[src/rtl/cdb_arbiter_pkg.sv]
`default_nettype none
// ============================================================================
// Module      : cdb_arbiter_pkg
// Description : Shared constants and packet types for the common data bus
//               (CDB) arbiter and its users (complete stage, ROB, RS wakeup).
// Revision    : 1.0 - initial release
// ============================================================================
package cdb_arbiter_pkg;

    localparam int NUM_CDB_REQ = 4;   // completion requesters sharing the CDB
    localparam int CDB_XLEN    = 32;  // result data width
    localparam int CDB_PREG_W  = 6;   // physical register index width
    localparam int CDB_ROB_W   = 5;   // ROB index width

    // Payload handed over by a functional unit.
    typedef struct packed {
        logic [CDB_PREG_W-1:0] dest_idx;
        logic [CDB_XLEN-1:0]   data;
        logic [CDB_ROB_W-1:0]  rob_idx;
    } CDB_REQ_PACKET;

    // One broadcast as seen by CDB consumers.
    typedef struct packed {
        logic                   valid;
        logic                   wr_en;
        logic [CDB_PREG_W-1:0]  dest_idx;
        logic [CDB_XLEN-1:0]    data;
        logic [CDB_ROB_W-1:0]   rob_idx;
        logic [NUM_CDB_REQ-1:0] src_oh;
    } CDB_PACKET;

endpackage
`default_nettype wire

[src/rtl/cdb_arbiter_if.sv]
`default_nettype none
// ============================================================================
// Module      : cdb_arbiter_if
// Description : Requester handshake plus CDB broadcast bundle.
//               master : functional-unit / consumer side (drives requests)
//               slave  : arbiter side (drives req_ready and the CDB)
// Ports       : req_valid/req_ready/req_dest_idx/req_data/req_rob_idx,
//               cdb_valid/cdb_wr_en/cdb_dest_idx/cdb_data/cdb_rob_idx/cdb_src_oh
// Revision    : 1.0 - initial release
// ============================================================================
interface cdb_arbiter_if #(
    parameter int NUM_REQ = cdb_arbiter_pkg::NUM_CDB_REQ,
    parameter int XLEN    = cdb_arbiter_pkg::CDB_XLEN,
    parameter int PREG_W  = cdb_arbiter_pkg::CDB_PREG_W,
    parameter int ROB_W   = cdb_arbiter_pkg::CDB_ROB_W
);
    logic [NUM_REQ-1:0]             req_valid;
    logic [NUM_REQ-1:0]             req_ready;
    logic [NUM_REQ-1:0][PREG_W-1:0] req_dest_idx;
    logic [NUM_REQ-1:0][XLEN-1:0]   req_data;
    logic [NUM_REQ-1:0][ROB_W-1:0]  req_rob_idx;

    logic                           cdb_valid;
    logic                           cdb_wr_en;
    logic [PREG_W-1:0]              cdb_dest_idx;
    logic [XLEN-1:0]                cdb_data;
    logic [ROB_W-1:0]               cdb_rob_idx;
    logic [NUM_REQ-1:0]             cdb_src_oh;

    modport master (
        output req_valid, req_dest_idx, req_data, req_rob_idx,
        input  req_ready,
        input  cdb_valid, cdb_wr_en, cdb_dest_idx, cdb_data, cdb_rob_idx, cdb_src_oh
    );

    modport slave (
        input  req_valid, req_dest_idx, req_data, req_rob_idx,
        output req_ready,
        output cdb_valid, cdb_wr_en, cdb_dest_idx, cdb_data, cdb_rob_idx, cdb_src_oh
    );
endinterface
`default_nettype wire

[src/rtl/cdb_arbiter_rr_arbiter.sv]
`default_nettype none
// ============================================================================
// Module      : rr_arbiter
// Description : Round-robin arbiter. The search starts at the internal
//               pointer and wraps upward; the pointer moves just past the
//               winner whenever a grant is issued.
// Ports       : clk, rst (async, active-high)
//               i_req   [NUM_REQ] request vector
//               o_grant [NUM_REQ] one-hot grant (0 when no request)
// Revision    : 1.0 - initial release
// ============================================================================
module rr_arbiter #(
    parameter int NUM_REQ = 4,
    parameter int IDX_W   = $clog2(NUM_REQ)
) (
    input  logic               clk,
    input  logic               rst,
    input  logic [NUM_REQ-1:0] i_req,
    output logic [NUM_REQ-1:0] o_grant
);
    localparam logic [IDX_W:0]   c_num  = (IDX_W+1)'(NUM_REQ);
    localparam logic [IDX_W-1:0] c_last = IDX_W'(NUM_REQ-1);

    logic [IDX_W-1:0] r_rr_ptr;
    logic [IDX_W-1:0] w_win_idx;
    logic [IDX_W-1:0] w_cand;
    logic [IDX_W:0]   w_sum;
    logic             w_found;

    // One extra bit on the sum keeps the wrap correct for non power-of-two
    // requester counts (ptr + k < 2*NUM_REQ, so a single subtract suffices).
    always_comb begin
        o_grant   = '0;
        w_found   = 1'b0;
        w_win_idx = '0;
        w_sum     = '0;
        w_cand    = '0;
        for (int k = 0; k < NUM_REQ; k++) begin
            w_sum = {1'b0, r_rr_ptr} + (IDX_W+1)'(k);
            if (w_sum >= c_num) begin
                w_sum = w_sum - c_num;
            end
            w_cand = w_sum[IDX_W-1:0];
            if (!w_found && i_req[w_cand]) begin
                o_grant[w_cand] = 1'b1;
                w_found         = 1'b1;
                w_win_idx       = w_cand;
            end
        end
    end

    always_ff @(posedge clk or posedge rst) begin
        if (rst) begin
            r_rr_ptr <= '0;
        end else if (w_found) begin
            r_rr_ptr <= (w_win_idx == c_last) ? '0 : w_win_idx + 1'b1;
        end
    end
endmodule
`default_nettype wire

[src/rtl/cdb_arbiter.sv]
`default_nettype none
// ============================================================================
// Module      : cdb_arbiter
// Description : Shares the common data bus between NUM_REQ functional-unit
//               completion ports. Each port fills a one-entry holding slot
//               through valid/ready; a round-robin arbiter broadcasts one
//               held result per cycle on registered CDB outputs.
// Ports       : clock, reset (async, active-high), squash (sync flush)
//               bus : cdb_arbiter_if.slave (request handshake + CDB outputs)
// Revision    : 1.0 - initial release
// ============================================================================
module cdb_arbiter
    import cdb_arbiter_pkg::*;
#(
    parameter int NUM_REQ   = NUM_CDB_REQ,
    parameter int XLEN      = CDB_XLEN,
    parameter int PREG_W    = CDB_PREG_W,
    parameter int ROB_W     = CDB_ROB_W,
    parameter int REQ_IDX_W = $clog2(NUM_REQ)
) (
    input  logic          clock,
    input  logic          reset,
    input  logic          squash,
    cdb_arbiter_if.slave  bus
);
    typedef struct packed {
        logic [PREG_W-1:0] dest_idx;
        logic [XLEN-1:0]   data;
        logic [ROB_W-1:0]  rob_idx;
    } slot_t;

    logic [NUM_REQ-1:0] r_hold_valid;
    slot_t              r_slot [NUM_REQ];

    logic [NUM_REQ-1:0] w_arb_req;
    logic [NUM_REQ-1:0] w_grant;
    logic [NUM_REQ-1:0] w_req_ready;
    logic [NUM_REQ-1:0] w_take;
    logic               w_any_grant;
    slot_t              w_win;

    logic               r_cdb_valid;
    logic               r_cdb_wr_en;
    logic [PREG_W-1:0]  r_cdb_dest_idx;
    logic [XLEN-1:0]    r_cdb_data;
    logic [ROB_W-1:0]   r_cdb_rob_idx;
    logic [NUM_REQ-1:0] r_cdb_src_oh;

    // Squash masks the requests, so no grant and no pointer movement occur.
    assign w_arb_req   = r_hold_valid & {NUM_REQ{~squash}};
    assign w_any_grant = |w_grant;

    // A slot being granted this cycle frees up in time to take a new result
    // at the same edge, which gives back-to-back streaming from one port.
    assign w_req_ready = {NUM_REQ{~squash & ~reset}} & (~r_hold_valid | w_grant);
    assign w_take      = bus.req_valid & w_req_ready;

    rr_arbiter #(
        .NUM_REQ (NUM_REQ),
        .IDX_W   (REQ_IDX_W)
    ) u_rr_arbiter (
        .clk     (clock),
        .rst     (reset),
        .i_req   (w_arb_req),
        .o_grant (w_grant)
    );

    always_comb begin
        w_win = '0;
        for (int i = 0; i < NUM_REQ; i++) begin
            if (w_grant[i]) begin
                w_win = r_slot[i];
            end
        end
    end

    always_ff @(posedge clock or posedge reset) begin
        if (reset) begin
            r_hold_valid <= '0;
            for (int i = 0; i < NUM_REQ; i++) begin
                r_slot[i] <= '0;
            end
        end else if (squash) begin
            r_hold_valid <= '0;
        end else begin
            for (int i = 0; i < NUM_REQ; i++) begin
                if (w_take[i]) begin
                    r_hold_valid[i]   <= 1'b1;
                    r_slot[i].dest_idx <= bus.req_dest_idx[i];
                    r_slot[i].data     <= bus.req_data[i];
                    r_slot[i].rob_idx  <= bus.req_rob_idx[i];
                end else if (w_grant[i]) begin
                    r_hold_valid[i] <= 1'b0;
                end
            end
        end
    end

    // Payload registers keep their last value when idle; only the qualifiers
    // (valid, wr_en, src_oh) drop back to zero.
    always_ff @(posedge clock or posedge reset) begin
        if (reset) begin
            r_cdb_valid    <= 1'b0;
            r_cdb_wr_en    <= 1'b0;
            r_cdb_dest_idx <= '0;
            r_cdb_data     <= '0;
            r_cdb_rob_idx  <= '0;
            r_cdb_src_oh   <= '0;
        end else begin
            r_cdb_valid  <= w_any_grant;
            r_cdb_wr_en  <= w_any_grant & (w_win.dest_idx != '0);
            r_cdb_src_oh <= w_grant;
            if (w_any_grant) begin
                r_cdb_dest_idx <= w_win.dest_idx;
                r_cdb_data     <= w_win.data;
                r_cdb_rob_idx  <= w_win.rob_idx;
            end
        end
    end

    assign bus.req_ready    = w_req_ready;
    assign bus.cdb_valid    = r_cdb_valid;
    assign bus.cdb_wr_en    = r_cdb_wr_en;
    assign bus.cdb_dest_idx = r_cdb_dest_idx;
    assign bus.cdb_data     = r_cdb_data;
    assign bus.cdb_rob_idx  = r_cdb_rob_idx;
    assign bus.cdb_src_oh   = r_cdb_src_oh;
endmodule
`default_nettype wire
[src/flat_wrapper.sv]
// flat-port wrapper written by rule: the top's interface ports become plain ports
module cdb_arbiter_flat import cdb_arbiter_pkg::*;
#(
    parameter int NUM_REQ   = NUM_CDB_REQ,
    parameter int XLEN      = CDB_XLEN,
    parameter int PREG_W    = CDB_PREG_W,
    parameter int ROB_W     = CDB_ROB_W,
    parameter int REQ_IDX_W = $clog2(NUM_REQ)
)
  (clock, reset, squash, bus_req_valid, bus_req_dest_idx, bus_req_data, bus_req_rob_idx, bus_req_ready, bus_cdb_valid, bus_cdb_wr_en, bus_cdb_dest_idx, bus_cdb_data, bus_cdb_rob_idx, bus_cdb_src_oh);
  cdb_arbiter_if #(.NUM_REQ(NUM_REQ), .XLEN(XLEN), .PREG_W(PREG_W), .ROB_W(ROB_W)) bus_i ();
  input  logic clock;
  input  logic reset;
  input  logic squash;
  input wire logic [$bits(bus_i.req_valid)-1:0] bus_req_valid;
  input wire logic [$bits(bus_i.req_dest_idx)-1:0] bus_req_dest_idx;
  input wire logic [$bits(bus_i.req_data)-1:0] bus_req_data;
  input wire logic [$bits(bus_i.req_rob_idx)-1:0] bus_req_rob_idx;
  output wire logic [$bits(bus_i.req_ready)-1:0] bus_req_ready;
  output wire logic [$bits(bus_i.cdb_valid)-1:0] bus_cdb_valid;
  output wire logic [$bits(bus_i.cdb_wr_en)-1:0] bus_cdb_wr_en;
  output wire logic [$bits(bus_i.cdb_dest_idx)-1:0] bus_cdb_dest_idx;
  output wire logic [$bits(bus_i.cdb_data)-1:0] bus_cdb_data;
  output wire logic [$bits(bus_i.cdb_rob_idx)-1:0] bus_cdb_rob_idx;
  output wire logic [$bits(bus_i.cdb_src_oh)-1:0] bus_cdb_src_oh;
  assign bus_i.req_valid = bus_req_valid;
  assign bus_i.req_dest_idx = bus_req_dest_idx;
  assign bus_i.req_data = bus_req_data;
  assign bus_i.req_rob_idx = bus_req_rob_idx;
  assign bus_req_ready = bus_i.req_ready;
  assign bus_cdb_valid = bus_i.cdb_valid;
  assign bus_cdb_wr_en = bus_i.cdb_wr_en;
  assign bus_cdb_dest_idx = bus_i.cdb_dest_idx;
  assign bus_cdb_data = bus_i.cdb_data;
  assign bus_cdb_rob_idx = bus_i.cdb_rob_idx;
  assign bus_cdb_src_oh = bus_i.cdb_src_oh;
  cdb_arbiter #(.NUM_REQ(NUM_REQ), .XLEN(XLEN), .PREG_W(PREG_W), .ROB_W(ROB_W), .REQ_IDX_W(REQ_IDX_W)) u_core (.clock(clock), .reset(reset), .squash(squash), .bus(bus_i));
endmodule
[config.mk]
export PLATFORM = sky130hd
export DESIGN_NAME = cdb_arbiter_flat
export DESIGN_NICKNAME = d
export VERILOG_FILES = /design/src/rtl/cdb_arbiter_pkg.sv /design/src/rtl/cdb_arbiter_if.sv /design/src/rtl/cdb_arbiter_rr_arbiter.sv /design/src/rtl/cdb_arbiter.sv /design/src/flat_wrapper.sv
export SDC_FILE = /design/constraint.sdc
export NUM_CORES = 1
export LEC_CHECK = 0
export ABC_AREA = 1
export CAP_MARGIN = 20
export CORE_UTILIZATION = 50
export DETAILED_ROUTE_END_ITERATION = 7
export GPL_TIMING_DRIVEN = 0
export PLACE_DENSITY = 0.79
export SYNTH_ARGS = -nofsm -noshare
export SYNTH_HDL_FRONTEND = slang
export SYNTH_HIERARCHICAL = 1
export SYNTH_SLANG_ARGS = --single-unit
[constraint.sdc]
create_clock -name clock -period 8.11 [get_ports clock]
set_input_delay 1.2165 -clock clock [delete_from_list [all_inputs] [get_ports clock]]
set_output_delay 1.2165 -clock clock [all_outputs]
set_load 0.05 [all_outputs]
### After elaboration in Yosys (flattened, before gate mapping)

Cells that the tools add are included.
W data, S select, Z words.

* flip-flop bits (word level): 227
* input port bits: 179

* $add $sub $neg: 8
* magnitude comparators: 12
* eq/ne operators: 1
* muxes and demuxes: 46
* bitwise logic cells: 12
* reduce and logical (&&, ||, !) cells: 20

Operators by type and width (number)
* $mux W43: 4
* $mux W1: 20
* $mux W4: 5
* $mux W2: 9
* $or A4 B4 Y4: 4
* $and A4 B4 Y4: 3
* $lt A2 B3 Y1 const B: 4
* $reduce_bool A3 Y1: 4
* $ge A3 B3 Y1 const B: 3
* $bmux W1 S2: 4
* $demux W1 S2: 4
* $ge A2 B1 Y1 const B: 4
* $reduce_and A2 Y1: 4
* $sub A2 B1 Y2 const B: 4
* $logic_and A1 B1 Y1: 7
* $add A2 B2 Y3 const B: 2
* $reduce_bool A6 Y1: 1
* $not A4 Y4: 1
* $reduce_or A4 Y1: 1
* $add A2 B1 Y3 const B: 1
* $ge A2 B3 Y1 const B: 1
* $logic_not A1 Y1: 3
* $add A2 B1 Y2 const B: 1
* $and A1 B1 Y1: 2
* 2 further kinds: 3

### Depth between registers and ports, before layout

Gate-level depths: netlist (run 1).

* word-level depth: 20
* depth in mapped cells: 20
* depth with buffers taken out: 18

### Modules after synthesis

Netlist (run 1), hierarchy kept.

By module, submodules not included
* cdb_arbiter: instances 1, cells an instance 1176, area each 9957.0 um2, sequential area each 5630.4 um2
* rr_arbiter: instances 1, cells an instance 95, area each 558.0 um2, sequential area each 50.0 um2

### Least setup slack after synthesis (run 1)

OpenSTA, ideal clock, no wires.

* path type: input port to output port
* start: in squash
* end: out bus_req_ready[0]
* arrival time: 2.908 ns
* data required time: 6.894 ns
* setup slack: 3.986 ns
* stages: 13
* cell sequence: nor2_1 -> inv_1 -> nand2_1 -> nand3_2 -> nand2_4 -> inv_2 -> o21ai_0 -> a31oi_1 -> o21ai_0 -> buf_2 -> inv_1 -> a21oi_4 -> buf_2

* cells in the longest elaborated chain, start to end: 16
* elaborated cells between the ends (all ways): 29
* classes of those cells: mux (15); bitwise (8); reduce/logical (6)

Ends and longest elaborated chain
* start: declaration: RTL line flat_wrapper.sv:14 `input logic squash;`
* $not A1 Y1 (no line) (*)
* $and A4 B4 Y4 (*): RTL line cdb_arbiter.sv:50 `assign w_arb_req = r_hold_valid & {NUM_REQ{~squash}};`
* $bmux W1 S2: RTL line cdb_arbiter_rr_arbiter.sv:44 `if (!w_found && i_req[w_cand]) begin`
* $mux W1 (not written as such): RTL line cdb_arbiter_rr_arbiter.sv:44
* $mux W1: RTL line cdb_arbiter_rr_arbiter.sv:44
* $logic_not A1 Y1: RTL line cdb_arbiter_rr_arbiter.sv:44
* $logic_and A1 B1 Y1: RTL line cdb_arbiter_rr_arbiter.sv:44
* $mux W1: RTL line cdb_arbiter_rr_arbiter.sv:44
* $logic_not A1 Y1: RTL line cdb_arbiter_rr_arbiter.sv:44
* $logic_and A1 B1 Y1: RTL line cdb_arbiter_rr_arbiter.sv:44
* $mux W1: RTL line cdb_arbiter_rr_arbiter.sv:44
* $logic_not A1 Y1: RTL line cdb_arbiter_rr_arbiter.sv:44
* $logic_and A1 B1 Y1: RTL line cdb_arbiter_rr_arbiter.sv:44
* $mux W4 (*): RTL line cdb_arbiter_rr_arbiter.sv:44
* net u_core.w_grant[0]: RTL line cdb_arbiter.sv:36 `logic [NUM_REQ-1:0] w_grant;`
* $or A4 B4 Y4 (*): RTL line cdb_arbiter.sv:55 `assign w_req_ready = {NUM_REQ{~squash & ~reset}} & (~r_hold_valid | w_grant);`
* $and A4 B4 Y4 (*): RTL line cdb_arbiter.sv:55
* end: declaration: RTL line flat_wrapper.sv:19 `output wire logic [$bits(bus_i.req_ready)-1:0] bus_req_ready;`

The timed path passes the listed nets; every way through them passes the cells marked *. The select of a mux whose other input is x is not followed.

### Final worst setup path (run 1)

* start: in squash
* end: out bus_req_ready[1]

* cells in the longest elaborated chain, start to end: 16
* elaborated cells between the ends (all ways): 29
* classes of those cells: mux (15); bitwise (8); reduce/logical (6)

Ends and longest elaborated chain
* $not A1 Y1 (no line) (*)
* $and A4 B4 Y4 (*): RTL line cdb_arbiter.sv:50
* net u_core.w_arb_req[2]: RTL line cdb_arbiter.sv:35 `logic [NUM_REQ-1:0] w_arb_req;`
* $bmux W1 S2: RTL line cdb_arbiter_rr_arbiter.sv:44
* $mux W1 (not written as such): RTL line cdb_arbiter_rr_arbiter.sv:44
* $mux W1: RTL line cdb_arbiter_rr_arbiter.sv:44
* $logic_not A1 Y1: RTL line cdb_arbiter_rr_arbiter.sv:44
* $logic_and A1 B1 Y1: RTL line cdb_arbiter_rr_arbiter.sv:44
* [... 2 more ...]
* $logic_and A1 B1 Y1: RTL line cdb_arbiter_rr_arbiter.sv:44
* $mux W1: RTL line cdb_arbiter_rr_arbiter.sv:44
* $logic_not A1 Y1: RTL line cdb_arbiter_rr_arbiter.sv:44
* $logic_and A1 B1 Y1: RTL line cdb_arbiter_rr_arbiter.sv:44
* $mux W4 (*): RTL line cdb_arbiter_rr_arbiter.sv:44
* net u_core.w_grant[1]: RTL line cdb_arbiter.sv:36
* $or A4 B4 Y4 (*): RTL line cdb_arbiter.sv:55
* $and A4 B4 Y4 (*): RTL line cdb_arbiter.sv:55

Marks and branches as above.

==> summary.md, run 1 <==
| Metric | Value |
|---|---|
| TritonRoute pass-1 iters | 7 |
| Dpl cell area | 13,170 µm² |
| Design Power | 0.006524 W |
| Num rows | 52 |
| Max cap viols | 0 |
| DR vias | 9,963 |
| WL/cell | 18.03 µm |
| Final HPWL DP | 23,290 µm |
| Syn Area/Cell | 8.273 µm² |
| Synth Warn # | 6 |
| Max-slew headroom | 0.5056 |
| Unrepaired setup endpoints after global routing | no |
| Setup Buffers After CTS | 0 |
| Clk_skew | 0.01236 ns |
| Clock latency on the worst-skew pair | 0.52 ns |
| Critical path class | input pin to primary output |
| Ports | 232 |
| Initial Utilization | 0.5147 |
| Post-CTS Resized | 0 |
| Peak supply drop | 0.2224 mV |
| Status | completed |
| Fill cell count | 1,721 |
| Mapped Cells | 1,271 |
| GRT Total Usage | 0.3064 |
| Syn Std Cell Area | 10,520 µm² |
| Ratio of cells with drive above 1 in the final layout | 0.08091 |
| Fraction of registers with async set/reset | 1.000 |
| Min-Delay Path Class | register to register |
| Cell area after layout | 13,990 µm² |
| Most common cell after layout, fill and taps aside | nand2_1 |
| Most frequent cells in the layout | 445 x nand2_1, 263 x nand3_1, 228 x clkdlybuf4s50_1, 227 x dfrtp_1, 60 x inv_1 |
| Post-Place Cells | 1,770 |
| Vias per cell | 5.483 |
| Die area | 21,610 µm² |
| Post-synth EDFFs | 0 |
| Setup crit start kind | input pin |
| Drt drc | 0 |
| Largest net degree at the start of global routing | 123 |
| Root Buffer | clkbuf_16 |
| CTS tree | done |
| Post-route ant nets | 0 |
| IO buf count | 228 |
| Layout Cells excl Fill | 1,817 |
| Global route overflow | 0 |
| Final setup viols | 0 |
| CP max FO | 10 |
| Sequential area share after synthesis | 0.5402 |
| Endpoint class of the critical path | primary output |
| Max-slew violation count | 0 |
| Lkg Pwr | 6.842 nW |
| Gpl congestion | 0.8752 |
| Netlist cell types | 31 |
| Clock Path Buffers | 3 |
| Synth Flop Type | dfrtp_1 |
| CTS Buf Count | 25 |
| CP arrival | 4.97 ns |
| First-pass GRT wire length | 51,340 µm |
| Top cells by area, synth | dfrtp_1 54%, nand2_1 16%, nand3_1 13% |
| Hold Crit Depth | 2 |
| Worst Path Required | 6.89 ns |
| Post-Route WL | 32,770 µm |
| Clk sinks | 227 |
| Clock slew at reported path FFs | 0.05 ns |
| Vias in the first global route | 9,894 |
| Syn nets | 1,456 |
| DRT iter0 DRCs | 851 |
| Period minus WS final | 6.189 ns |
| Fin. Hold Viols | 0 |
| Max H-tree Level | 1 |
| Die height | 147.0 µm |
| Actual slew at the worst max-slew pin | 0.7416 ns |
| Area growth syn-to-layout | 33.04% |
| Hold Buf Count CTS | 0 |
| Initial antenna violation count | 6 |
| Nets | 1,712 |
| Fmax | 0.1616 GHz |
| Core ar. | 20,430 µm² |
| Synth top area share | 0.5402 |
| Crit share post-route | 0.7632 |
| Register-to-Register Path Depth | 16 |
| Yosys reg bits | 227 |
| P per Cell Area | 466.4 nW/µm² |
| Yosys top cell by area | dfrtp_1 |
| DIE WIDTH | 147.0 µm |
-- path summary, 6_finish.rpt --
check,slack [ns],to,startpoint
max,1.92,bus_req_ready[1],squash
min,0.47,u_core/r_slot[35]$_DFFE_PP0P_,u_core/r_slot[35]$_DFFE_PP0P_
max reg2reg,4.46,u_core/r_slot[102]$_DFFE_PP0P_,u_core/u_rr_arbiter/r_rr_ptr[1]$_DFFE_PP0P_
min reg2reg,0.47,u_core/r_slot[35]$_DFFE_PP0P_,u_core/r_slot[35]$_DFFE_PP0P_
max in group asynchronous,5.76,u_core/r_slot[20]$_DFFE_PP0P_,reset
min in group asynchronous,1.08,u_core/u_rr_arbiter/r_rr_ptr[0]$_DFFE_PP0P_,reset
-- cell type report --
type                    instances  area [µm²]  share of cell area
repair buffers                229        2310              0.1651
inverters                      68       270.3             0.01932
well taps                     270       337.8             0.02415
clock inverters                14       126.4            0.009033
diodes                          2       5.005           0.0003577
flip-flops and latches        227        5680              0.4060
plain buffers                  84       419.2             0.02996
multi-input cells             892        4153              0.2968
clock buffers                  31       688.2             0.04919
-- cell usage after synthesis (all sizes together), types with 2 or more instances --
library cell,instances
dfrtp,227
a21oi,56
o211ai,35
o221ai,2
o2111ai,2
a31oi,3
nand4,2
ha,6
nand2,451
inv,68
nor2,59
clkbuf,41
buf,43
nand3,266
o21ai,7
-- flip-flops by register name (all words and copies together), names as in the netlist --
name and cells:
u_core/bus.cdb_data 32, u_core/bus.cdb_dest_idx 6, u_core/bus.cdb_rob_idx 5, u_core/bus.cdb_src_oh 4, u_core/bus.cdb_valid 1, u_core/bus.cdb_wr_en 1, u_core/r_hold_valid 4, u_core/r_slot 172
u_core/u_rr_arbiter/r_rr_ptr 2
-- metal layers --
| metal | GRT usage | part of all wire |
|---|---|---|
| met1 | 0.4068 | 0.40 |
| met2 | 0.5121 | 0.48 |
| met3 | 0.05714 | 0.086 |
| met4 | 0.09330 | 0.027 |
| met5 | 0 | 0.00079 |
-- worst max-delay path, cell delays in order --
cell	delay, ns
clkdlybuf4s50_1	0.51
nor2_1	0.30
inv_1	0.13
nand2_1	0.10
nand3_1	0.08
nand2_1	0.11
nand4_1	0.18
inv_1	0.15
nand2_1	0.06
nand3_1	0.10
buf_2	0.31
inv_2	0.20
a21oi_4	0.36
buf_2	0.29
clkdlybuf4s50_1	0.85
-- power breakdown --
group	internal (W)	total (W)	leakage, nW	switching, W
combinational	0.00114	0.00355	3.67	0.00241
clock	0.000664	0.00112	0.411	0.000456
sequential	0.00160	0.00186	2.76	0.000256
total	0.00341	0.00652	6.84	0.00312
-- cell families after synthesis --
group / after synthesis / share of synthesized area
simple gates: 779 / 0.3149
compound gates: 107 / 0.07294
fa+ha+maj: 6 / 0.007139
buf+inv: 152 / 0.06485
flops: 227 / 0.5402
-- metrics by stage --
step | setup TNS, ns | util | setup slack, ns | hold WS [ns]
floorplan | 0 | - | 0.7307 | 0.4417
global placement | -465.62 | 0.6429 | -2.082 | 0.4521
detailed placement | 0 | 0.6447 | 2.051 | 0.4582
CTS | 0 | 0.6845 | 2.013 | 0.4731
global route | 0 | 0.6848 | 1.767 | 0.4892
finish | 0 | 0.6848 | 1.921 | 0.4721
No activity file was read; power rests on OpenSTA's default activity.
==> inputs of run 2 (changes only) <==
- CORE_UTILIZATION: 50 -> 46
- PLACE_DENSITY: 0.79 -> 0.77
- clock period: 8.11 -> 5.2 ns (I/O delays scaled with it)
==> summary.md, run 2 (synthesized netlist as in run 1, its figures left out) <==
| Metric | Value |
|---|---|
| Max reg flops | 172 (unchanged) |
| CP max FO | 10 (unchanged) |
| Max Used Layer | met5 |
| Gpl congestion | 0.8857 (+1.2%) |
| CP max stage cell | clkdlybuf4s50_1 |
| Drt drc | 0 (unchanged) |
| Fmax | 0.1999 GHz |
| Hold path startpoint | u_core/r_slot[13]$_DFFE_PP0P_ |
| Period minus WS final | 5.003 ns |
| Actual slew at the worst max-slew pin | 0.6641 ns (-0.07748 ns) |
| Worst Path Required | 4.42 ns (-2.47 ns) |
| WL/cell | 18.17 µm (+0.75%) |
| Post-Route WL | 33,290 µm (+1.6%) |
| Critical path class | input pin to primary output |
| Setup Buffers After CTS | 0 (unchanged) |
| Lkg Pwr | 6.893 nW (+0.75%) |
| Initial Utilization | 0.4759 (-0.03877) |
| First-pass GRT wire length | 53,230 µm (+3.7%) |
| Clk_skew | 0.01651 ns (+0.004149 ns) |
| CTS Buf Count | 25 (unchanged) |
| CP arrival | 4.22 ns (-0.75 ns) |
| Unrepaired setup endpoints after global routing | no |
| Clock Path Buffers | 3 (unchanged) |
| Ports | 232 (unchanged) |
| Routed met2 length | 15,550 µm (-1.7%) |
| P per Cell Area | 722.1 nW/µm² (+55%) |
| Most common cell after layout, fill and taps aside | nand2_1 |
| Layout Cells excl Fill | 1,832 (+0.83%) |
| Die area | 23,470 µm² (+8.6%) |
| Buf/Inv on CP | 6 (-1) |
| Min-Delay Path Class | register to register |
| DRT iter0 DRCs | 848 (-0.35%) |
| Final HPWL DP | 23,980 µm (+3.0%) |
| Reg-to-reg critical path startpoint | u_core/u_rr_arbiter/r_rr_ptr[1]$_DFFE_PP0P_ |
| Vias per cell | 5.442 (-0.75%) |
| Core ar. | 22,090 µm² (+8.1%) |
| Crit share post-route | 0.9621 |
| Max cap viols | 0 (unchanged) |
| Largest stage delay on the critical path | 0.62 ns (-0.23 ns) |
| Post-Place Cells | 1,785 (+0.85%) |
| Register-to-Register Path Depth | 17 (+1) |
| Num rows | 54 (+3.8%) |
| Fin. Hold Viols | 0 (unchanged) |
| Area growth syn-to-layout | 34.04% |
| Fill cell count | 1,902 (+11%) |
| Global route overflow | 0 (unchanged) |
| DIE WIDTH | 153.2 µm (+4.2%) |
| IO buf count | 228 (unchanged) |
| Max H-tree Level | 1 (unchanged) |
| TritonRoute pass-1 iters | 6 (-1) |
| Hold Crit Depth | 2 (unchanged) |
| Clk sinks | 227 (unchanged) |
| DRT met1 WL | 13,940 µm (+5.4%) |
| Vias in the first global route | 9,798 (-0.97%) |
| Max-slew violation count | 0 (unchanged) |
| Largest Register | u_core/r_slot |
| Die height | 153.2 µm (+4.2%) |
| Peak supply drop | 0.3411 mV (+53%) |
| Max-slew headroom | 0.5572 (+0.05165) |
| Clock latency on the worst-skew pair | 0.53 ns (about the same) |
| Reg2Reg Setup Slack | 1.48 ns (-2.98 ns) |
| Initial antenna violation count | 4 (-2) |
| Crit-path cells | clkdlybuf4s50_1 -> nor2_1 -> inv_1 -> nand2_1 -> nand3_2 -> nand2_4 -> nor2_1 -> nand2_1 -> o21ai_0 -> a31oi_1 -> o21ai_0 -> buf_2 -> inv_1 -> a21oi_4 -> buf_2 -> dlygate4sd2_1 |
| Largest net degree at the start of global routing | 44 (-64%) |
| Setup crit start kind | input pin |
| Nets | 1,717 (+0.29%) |
| Most frequent cells in the layout | 445 x nand2_1, 263 x nand3_1, 227 x dfrtp_1, 226 x clkdlybuf4s50_1, 60 x inv_1 |
| CTS tree | done |
| Endpoint class of the critical path | primary output |
| Hold Buf Count CTS | 0 (unchanged) |
| CP delay by family, top | buffers and inverters |
| Root Buffer | clkbuf_16 |
| RR Endpoint | u_core/r_slot[156]$_DFFE_PP0P_ |
| Setup TNS | 0 ns (unchanged) |
| Post-route ant nets | 0 (unchanged) |
| DR vias | 9,970 (+0.070%) |
| Met3 wire length | 2766 µm (-2.2%) |
| Hold endpoint | u_core/r_slot[13]$_DFFE_PP0P_ |
| Final setup viols | 0 (unchanged) |
| Ratio of cells with drive above 1 in the final layout | 0.08258 (+0.001674) |
| Clock slew at reported path FFs | 0.06 ns (about the same) |
| Status | completed |
| GRT Total Usage | 0.2918 (-0.01464) |
[run 2: cell types whose count changed in the layout (fill, tap and decap cells not counted), moves of 2 or more]
cell and delta:
buf_12 +6, inv_6 +2, clkdlybuf4s50_1 -2, clkbuf_8 +3, clkinv_2 -5, clkbuf_1 +2
[run 2: worst min-delay path: cells and delay by family (launching register included)]
kind / cells / cell delay, ns
DFF: 1 / 0.34
and+or+nand+nor: 2 / 0.10
[run 2: layout make-up]
class                           instances  area [µm²]  area share
Inverter                               68       266.5     0.01891
Clock buffer                           36       737.0     0.05229
Tap cell                              280       350.3     0.02486
Clock inverter                          9       80.08    0.005681
Multi-Input combinational cell        892        4153      0.2946
Antenna cell                            2       5.005   0.0003551
Timing Repair Buffer                  234        2404      0.1705
Sequential cell                       227        5680      0.4030
Buffer                                 84       419.2     0.02974
[run 2: repair_timing]
item,CTS,global route
setup endpoints to repair,1,1
resized for setup,1,1
pin swaps,0,0
cloned,0,0
[run 2: per-layer routing]
metal	track usage	up-vias
li1	-	4667
met4	0.09476	2
met2	0.4721	471
met1	0.4000	4768
met3	0.04933	62
met5	0	-
[run 2: where the power goes]
part / total, W / switching [W] / internal, W / leakage (nW)
Sequential: 0.00290 / 0.000404 / 0.00250 / 2.76
Combinational: 0.00553 / 0.00374 / 0.00179 / 3.73
Clock: 0.00175 / 0.000715 / 0.00103 / 0.406
Total: 0.0102 / 0.00486 / 0.00532 / 6.89
[run 2: worst max path at each step]
stage	start	end	slack (ns)	cells after the start
2_1_floorplan	reset	u_core/bus.cdb_data[0]$_DFFE_PP0P_	1.48	1
3_3_place_gp	reset	u_core/r_slot[66]$_DFFE_PP0P_	-0.36	2
3_5_place_dp	squash	bus_req_ready[0]	-0.03	16
4_1_cts	squash	bus_req_ready[1]	0.01	15
5_1_grt	u_core/u_rr_arbiter/r_rr_ptr[1]$_DFFE_PP0P_	bus_req_ready[0]	0.01	15
6_report	squash	bus_req_ready[0]	0.20	16
[run 2: metrics by stage]
stage | cell area [µm²] | worst slack (ns) | total power, W | hold slack, ns | utilization
2_1_floorplan | 10520 | 1.482 | 0.006534 | 0.4417 | -
6_report | 14090 | 0.1972 | 0.01018 | 0.4690 | 0.6380
4_1_cts | 14090 | 0.01199 | 0.01016 | 0.4733 | 0.6376
3_5_place_dp | 13270 | -0.02729 | 0.008380 | 0.4585 | 0.6007
5_1_grt | 14090 | 0.01376 | 0.01087 | 0.4843 | 0.6378
3_3_place_gp | 13150 | -0.3587 | 0.008218 | 0.4533 | 0.5953
==> inputs of run 3 (changes only) <==
- HOLD_SLACK_MARGIN: default -> 0.12
==> results of run 3 <==
The final DEF is identical to that of run 2; final timing and power are the same.
